File: src/rtl/pipelined_memory.sv
`default_nettype none
// ============================================================================
// pipelined_memory : handshaked single-port word memory with byte enables,
//                    configurable read latency and post-reset array clear.
// Revision: 1.0
// ============================================================================
module pipelined_memory #(
  parameter int DATA_W       = 16,
  parameter int ADDR_W       = 16,
  parameter int DEPTH_LOG2   = 8,
  parameter int RD_LAT       = 2,
  parameter int CLEAR_ON_RST = 1
) (
  input  logic                clock,
  input  logic                rst,
  input  logic                req_valid,
  output logic                req_ready,
  input  logic                req_we,
  input  logic [ADDR_W-1:0]   req_addr,
  input  logic [DATA_W-1:0]   req_wdata,
  input  logic [DATA_W/8-1:0] req_be,
  output logic                rd_valid,
  output logic [DATA_W-1:0]   rd_data,
  output logic                clear_busy
);

  localparam int BE_W  = DATA_W / 8;
  localparam int DEPTH = 1 << DEPTH_LOG2;

  typedef enum logic [0:0] {
    ST_CLEAR = 1'b0,
    ST_READY = 1'b1
  } state_t;

  state_t                  state;
  state_t                  state_next;
  logic [DEPTH_LOG2-1:0]   clr_cnt;
  logic                    clr_last;
  logic [DATA_W-1:0]       mem [DEPTH];
  logic [DEPTH_LOG2-1:0]   idx;
  logic                    acc_rd;
  logic                    acc_wr;
  logic                    tail_valid;
  logic [DATA_W-1:0]       tail_data;

  assign idx        = req_addr[DEPTH_LOG2-1:0];
  assign req_ready  = (state == ST_READY) & rst;
  assign clear_busy = (state == ST_CLEAR);
  assign acc_rd     = req_valid & req_ready & ~req_we;
  assign acc_wr     = req_valid & req_ready & req_we;

  // Without a clear the CLEAR state is a single pass-through cycle.
  assign clr_last = (CLEAR_ON_RST == 0) ? 1'b1 : (clr_cnt == {DEPTH_LOG2{1'b1}});

  generate
    if (ADDR_W > DEPTH_LOG2) begin : g_addr_hi
      logic unused_addr_hi;
      assign unused_addr_hi = ^req_addr[ADDR_W-1:DEPTH_LOG2];
    end
  endgenerate

  always_ff @(posedge clock) begin
    if (!rst) begin
      state   <= ST_CLEAR;
      clr_cnt <= '0;
    end else begin
      state <= state_next;
      if (state == ST_CLEAR) begin
        clr_cnt <= clr_cnt + 1'b1;
      end
    end
  end

  always_comb begin
    state_next = state;
    case (state)
      ST_CLEAR: if (clr_last) state_next = ST_READY;
      ST_READY: state_next = ST_READY;
      default:  state_next = ST_CLEAR;
    endcase
  end

  always_ff @(posedge clock) begin
    if (rst && (state == ST_CLEAR) && (CLEAR_ON_RST != 0)) begin
      mem[clr_cnt] <= '0;
    end else if (acc_wr) begin
      for (int b = 0; b < BE_W; b++) begin
        if (req_be[b]) begin
          mem[idx][8*b +: 8] <= req_wdata[8*b +: 8];
        end
      end
    end
  end

  // Stages ahead of the output register; the output register is the last stage.
  generate
    if (RD_LAT == 1) begin : g_lat1
      assign tail_valid = acc_rd;
      assign tail_data  = mem[idx];
    end else begin : g_latn
      logic [RD_LAT-2:0] mid_valid;
      logic [DATA_W-1:0] mid_data [RD_LAT-1];

      always_ff @(posedge clock) begin
        if (!rst) begin
          mid_valid <= '0;
        end else begin
          mid_valid[0] <= acc_rd;
          for (int i = 1; i < RD_LAT-1; i++) begin
            mid_valid[i] <= mid_valid[i-1];
          end
        end
      end

      always_ff @(posedge clock) begin
        if (acc_rd) begin
          mid_data[0] <= mem[idx];
        end
        for (int i = 1; i < RD_LAT-1; i++) begin
          mid_data[i] <= mid_data[i-1];
        end
      end

      assign tail_valid = mid_valid[RD_LAT-2];
      assign tail_data  = mid_data[RD_LAT-2];
    end
  endgenerate

  always_ff @(posedge clock) begin
    if (!rst) begin
      rd_valid <= 1'b0;
      rd_data  <= '0;
    end else begin
      rd_valid <= tail_valid;
      if (tail_valid) begin
        rd_data <= tail_data;
      end
    end
  end

endmodule
`default_nettype wire

File: config.mk
export PLATFORM = sky130hd
export DESIGN_NAME = pipelined_memory
export DESIGN_NICKNAME = d
export VERILOG_FILES = /design/src/rtl/pipelined_memory.sv
export SDC_FILE = /design/constraint.sdc
export NUM_CORES = 2
export LEC_CHECK = 0
export ABC_AREA = 1
export BUFFER_PORTS_ARGS = -buffer_cell sky130_fd_sc_hd__buf_4
export CORE_MARGIN = 2
export CORE_UTILIZATION = 35
export DETAILED_ROUTE_END_ITERATION = 8
export PLACE_DENSITY_LB_ADDON = 0.3
export SYNTH_ARGS = -nofsm -noshare
export SYNTH_HDL_FRONTEND = slang
export SYNTH_MEMORY_MAX_BITS = 65536
export SYNTH_SLANG_ARGS = --single-unit
File: constraint.sdc
create_clock -name clock -period 10.5 [get_ports clock]
set_input_delay 1.05 -clock clock [delete_from_list [all_inputs] [get_ports clock]]
set_output_delay 1.05 -clock clock [all_outputs]
set_load 0.03 [all_outputs]
== Word-level counts from Yosys, hierarchy flattened ==
Memories as Yosys holds them, arrays and structs flattened. A register that Yosys moved wholly into a read port is not among the register bits.
Index checks and enable logic that the tools add are counted.
Word-level totals
  logic and storage cells: 34
  bits in registers: 11
  memories kept: 2
  bits of input ports: 38
  bits in writable memories: 4112
  output and inout bits: 19
Memory list
  mem: words 256, width 16, rd ports 1, clocked after Yosys merged registers in 0, wr ports 1, RTL line 39  | logic [DATA_W-1:0] mem [DEPTH];
  g_latn.mid_data: words 1, width 16, rd ports 1, clocked after Yosys merged registers in 1, wr ports 1, RTL line 102  | logic [DATA_W-1:0] mid_data [RD_LAT-1];
Cells by class
  reductions and logical operators: 3
  multiplexer cells: 17
  equal/unequal tests: 1
  bitwise operators: 6
  add/subtract/negate cells: 1
Operators by type and width (count)
  16-bit two-way mux: 1
  16-bit OR reduction: 1
  1-bit two-way mux: 13
  8-bit by 1-bit adder with 8-bit output, second input constant: 1
  8-bit == test, second input constant: 1
  8-bit two-way mux: 1
  1-bit bitwise AND: 4
  2-bit two-way mux: 1
  1-bit NOT: 2
  1-bit case mux with 2 select lines: 1
  1-bit logical AND: 1
  1-bit logical NOT: 1

== Longest topological paths before layout ==
  word-level depth: 8
  mapped depth: 15
  gate-level depth less buffers: 12

== Least setup slack after synthesis ==
No wires, ideal clock.
  kind: in2reg
  from: in rst
  to: mem mem[0][10] (data pin)
  library setup time: 1.393 ns
  required time: 9.107 ns
  arrival time: 7.881 ns
  buffers on the path: 2
  setup slack: 1.225 ns
  cell stages on the path: 8
  cells stage by stage: nand2_1 > inv_2 > nand2_2 > nor2_2 > o21ai_2 > buf_2 > buf_1 > nor2_1
Between the ends
  longest elaborated chain between the ends: 8
  elaborated cells between the ends (all ways): 12
  classes of those cells: mux (7); bitwise (3); reduce/logical (2)
Ends and longest elaborated chain
  start, declared: RTL line 15  | input logic rst,
  1-bit bitwise AND (*): RTL line 47  | assign req_ready = (state == ST_READY) & rst;
  named net req_ready: RTL line 17  | output logic req_ready,
  1-bit bitwise AND (*) (2 in a row): RTL line 50  | assign acc_wr = req_valid & req_ready & req_we;
  1-bit two-way mux: RTL line 86  | end else if (acc_wr) begin
  1-bit two-way mux: RTL line 84  | if (rst && (state == ST_CLEAR) && (CLEAR_ON_RST != 0)) begin
  1-bit two-way mux (implied by the code): RTL line 89  | mem[idx][8*b +: 8] <= req_wdata[8*b +: 8];
  16-bit OR reduction (no source line) (*)
  16-bit two-way mux (no source line) (*)
  end, declared: RTL line 39
Mark *: on every way through the listed nets, which the timed path passes. The rest lies on a longest branch.

== Worst setup path after layout ==
  from: in rst
  to: mem mem[170][12], enable pin
Between the ends
  longest elaborated chain between the ends: 8
  elaborated cells between the ends (all ways): 15
  classes of those cells: mux (10); bitwise (3); reduce/logical (2)
Ends and longest elaborated chain (RTL line)
  1-bit bitwise AND: 47
  1-bit bitwise AND (2 in a row): 50
  1-bit two-way mux: 86
  1-bit two-way mux: 84
  1-bit two-way mux (implied by the code): 89
  16-bit OR reduction (no source line)
  8-bit two-way mux (no source line) / 2-bit two-way mux (equally long branches)
Parallel ways exist; a longest one is shown, timed or not.

==> impl_metrics.yaml <==
sta:
  tightest_slew_ns: 1.33
  skew_ns: 0.108
  max-slew-margin-rel_pct: 11.1
  finalSetupViolCount: 0
  layout_setup_ws_ns: 5.36
  fmax_mhz: 194
  setup-tns-final_ns: 0
  holdWs_ns: 0.310
  fin_crit_ns: 5.14
  drv_slew: 0
  fin_crit_sh_pct: 49.0
  rsz0062_at_grt: "no"
  finalHoldViolations: 0
synthesis:
  synth_top_family_by_area: "simple AND/OR/NAND/NOR gates"
  muxShareOfSynthArea_pct: 0
  yosys.area_share.simple_pct: 23.5
  synth-compound-area-share_pct: 0.133
  postSynthAreaPerCell_um2: 11.7
  syn_area_um2: 168000
  synthDistinctLibCells: 23
  syn_inst: 14329
  ys_warn_count: 0
  yosysSeqAreaShare_pct: 73.9
  syn-num-nets: 14368
  synth_xor_area_share_pct: 0
  synthAdderAreaFrac_pct: 0.00746
  ys_seq_elements: 4139
finish:
  final_area_um2: 188000
  area_delta_synth_final_pct: 12.0
  drive_gt1_share_pct: 6.21
  nets: 14027
setup_path:
  start_kind: "input pin"
  endpoint_kind: "register"
  required_ns: 11.04
  worstPathArrival_ns: 5.68
  path_cells: "buf_4 > nand2_1 > inv_2 > nand2_2 > nor2_2 > o21ai_4 > buf_4 > nand2_1 > o21ai_2 > inv_2 > nand2_2 > nor2_4 > buf_4 > nand2_1 > nor2_1"
  slowest_delay_ns: 0.94
  path_max_fanout: 28
  crit_slowest_cell: "nor2_4"
  path_delay_family: "simple AND/OR/NAND/NOR gates"
  crit_buf_inv: 5
  critical_path_class: "input pin to register"
clock_tree:
  cts_buffers: 430
  postCtsResizedCells: 0
  postCtsSetupBuffers: 0
  cts_tree: "built"
  clk_pin_slew_ns: 0.06
  cts-root-buf: "clkbuf_16"
  clkSinkCount: 4139
  htree_levels: 5
  clk_path_buf_depth: 4
  clk_latency_ns: 1.03
  hold_buffers: 0
floorplan:
  initial_core_util_pct: 35.1
  die_y_um: 696
  die_w_um: 696
  core_area_um2: 478000
  dieArea_um2: 485000
  num_io_pins: 57
  num_rows: 254
global_routing:
  grt_max_degree: 185
  grt_pass1_wl_mm: 702
  gr-total-overflow: 0
  antenna_found_initial: 19
  grt_pass1_vias: 101168
  grt_usage_pct: 19.3
drt:
  vias: 107978
  drc_errors: 0
  totalWireLength_mm: 480
  first_iter_violations: 11114
  wl_per_cell_um: 23.1
  firstDrtPassIters: 6
  ant_nets: 0
  via_per_inst: 5.20
run:
  cap_viol_max_count: 0
worst_hold_path:
  hold_class: "input pin to register"
run_status:
  status: "completed"
pwr:
  power.total_uw: 34200
  p_per_area_nw_per_um2: 182
  cellLeakagePower_uw: 0.0690
  ir_worst_vdd_uv: 146
placed_design:
  gp_congestion: 0.820
  portBuffers: 48
  placed_cell_area_um2: 174000
  dp_slack_ns: 4.56
  dp_hpwl_mm: 276
layout by cell type, fill, tap and decap left out, types with 2 or more instances in the layout:
master / n
clkinv_4: 4
nand2_2: 16
o21ai_0: 21
diode_2: 15
o21ai_2: 7
edfxtp_1: 4112
dfxtp_1: 27
clkinv_16: 10
inv_6: 6
inv_8: 4
nor2_2: 8
nor3_1: 6
clkinvlp_4: 14
inv_2: 9
clkinv_1: 101
clkbuf_8: 4
a21oi_1: 5
buf_4: 180
buf_12: 41
clkbuf_16: 433
nor2_4: 42
nor2_1: 550
bufinv_16: 26
a21oi_4: 2
nand3_1: 4033
inv_16: 5
buf_8: 3
clkbuf_1: 103
nand2_1: 4450
clkinv_2: 65
clkinv_8: 8
inv_1: 31
stage by stage:
stage	instances	util, %
2_1_floorplan	14329	-
3_3_place_gp	19956	36.5
3_5_place_dp	19956	36.5
4_1_cts	20733	39.3
5_1_grt	20734	39.3
6_report	20748	39.3
metal layers:
metal / global-route usage [%] / wire length (um) / vias to the layer above
met2: 31.1 / 226000 / 3862
met3: 2.89 / 33900 / 759
met1: 26.7 / 203000 / 53249
met5: 0 / 43 / -
li1: - / - / 50100
met4: 6.68 / 17200 / 8
final timing paths:
path | start | endpoint | slack [ns] | cells after the start
hold / removal | req_we | g_latn.mid_valid | 0.31 | 2
setup reg to reg | state | mem[170][12] | 5.45 | 14
hold reg to reg | g_latn.mid_data[0][0] | rd_data[0] | 0.50 | 2
setup / recovery | rst | mem[170][12] | 5.36 | 15
synth_stat cells:
master	n	share of area [%]
nand2_1	4450	10
edfxtp_1	4112	74
nand3_1	4033	12
clkbuf_1	794	1.8
nor2_1	567	1.3
buf_1	147	0.33
buf_2	50	0.15
inv_1	34	0.076
dfxtp_1	27	0.32
nor2_4	25	0.17
o21ai_0	21	0.063
nand2_2	16	0.060
inv_2	12	0.027
nor2_2	8	0.030
o21ai_2	8	0.042
a21oi_1	7	0.021
buf_4	7	0.031
nor3_1	6	0.018
buf_6	1	0.0067
ha_1	1	0.0075
nand4_1	1	0.0037
o21ai_1	1	0.0030
o31ai_1	1	0.0045
layout make-up:
cell class | instances | area [um2]
fillers | 45166 | 290000
flip-flops and latches | 4139 | 124000
multi-input cells | 9145 | 39900
clock buffers | 540 | 11300
well taps | 6400 | 8010
repair buffers | 226 | 2260
clock inverters | 237 | 2190
inverters | 46 | 209
diodes | 15 | 37.5
flip-flops by register name, indices dropped and copies added (netlist names):
| signal | flops |
|---|---|
| rd_data | 16 |
| state | 1 |
| mem | 4096 |
| g_latn.mid_data | 16 |
| g_latn.mid_valid | 1 |
| rd_valid | 1 |
| clr_cnt | 8 |
kinds of logic after synthesis:
group           after synthesis
compound gates               38
fa+ha+maj                     1
buf+inv                    1045
flops                      4139
simple gates               9106
report_power, final:
part / internal [uW] / total [uW] / switching, uW
Clock: 8250 / 14700 / 6480
Combinational: 346 / 1530 / 1180
Sequential: 17900 / 17900 / 3.01
Total: 26500 / 34200 / 7670
Power figures use the tool's default switching activity.
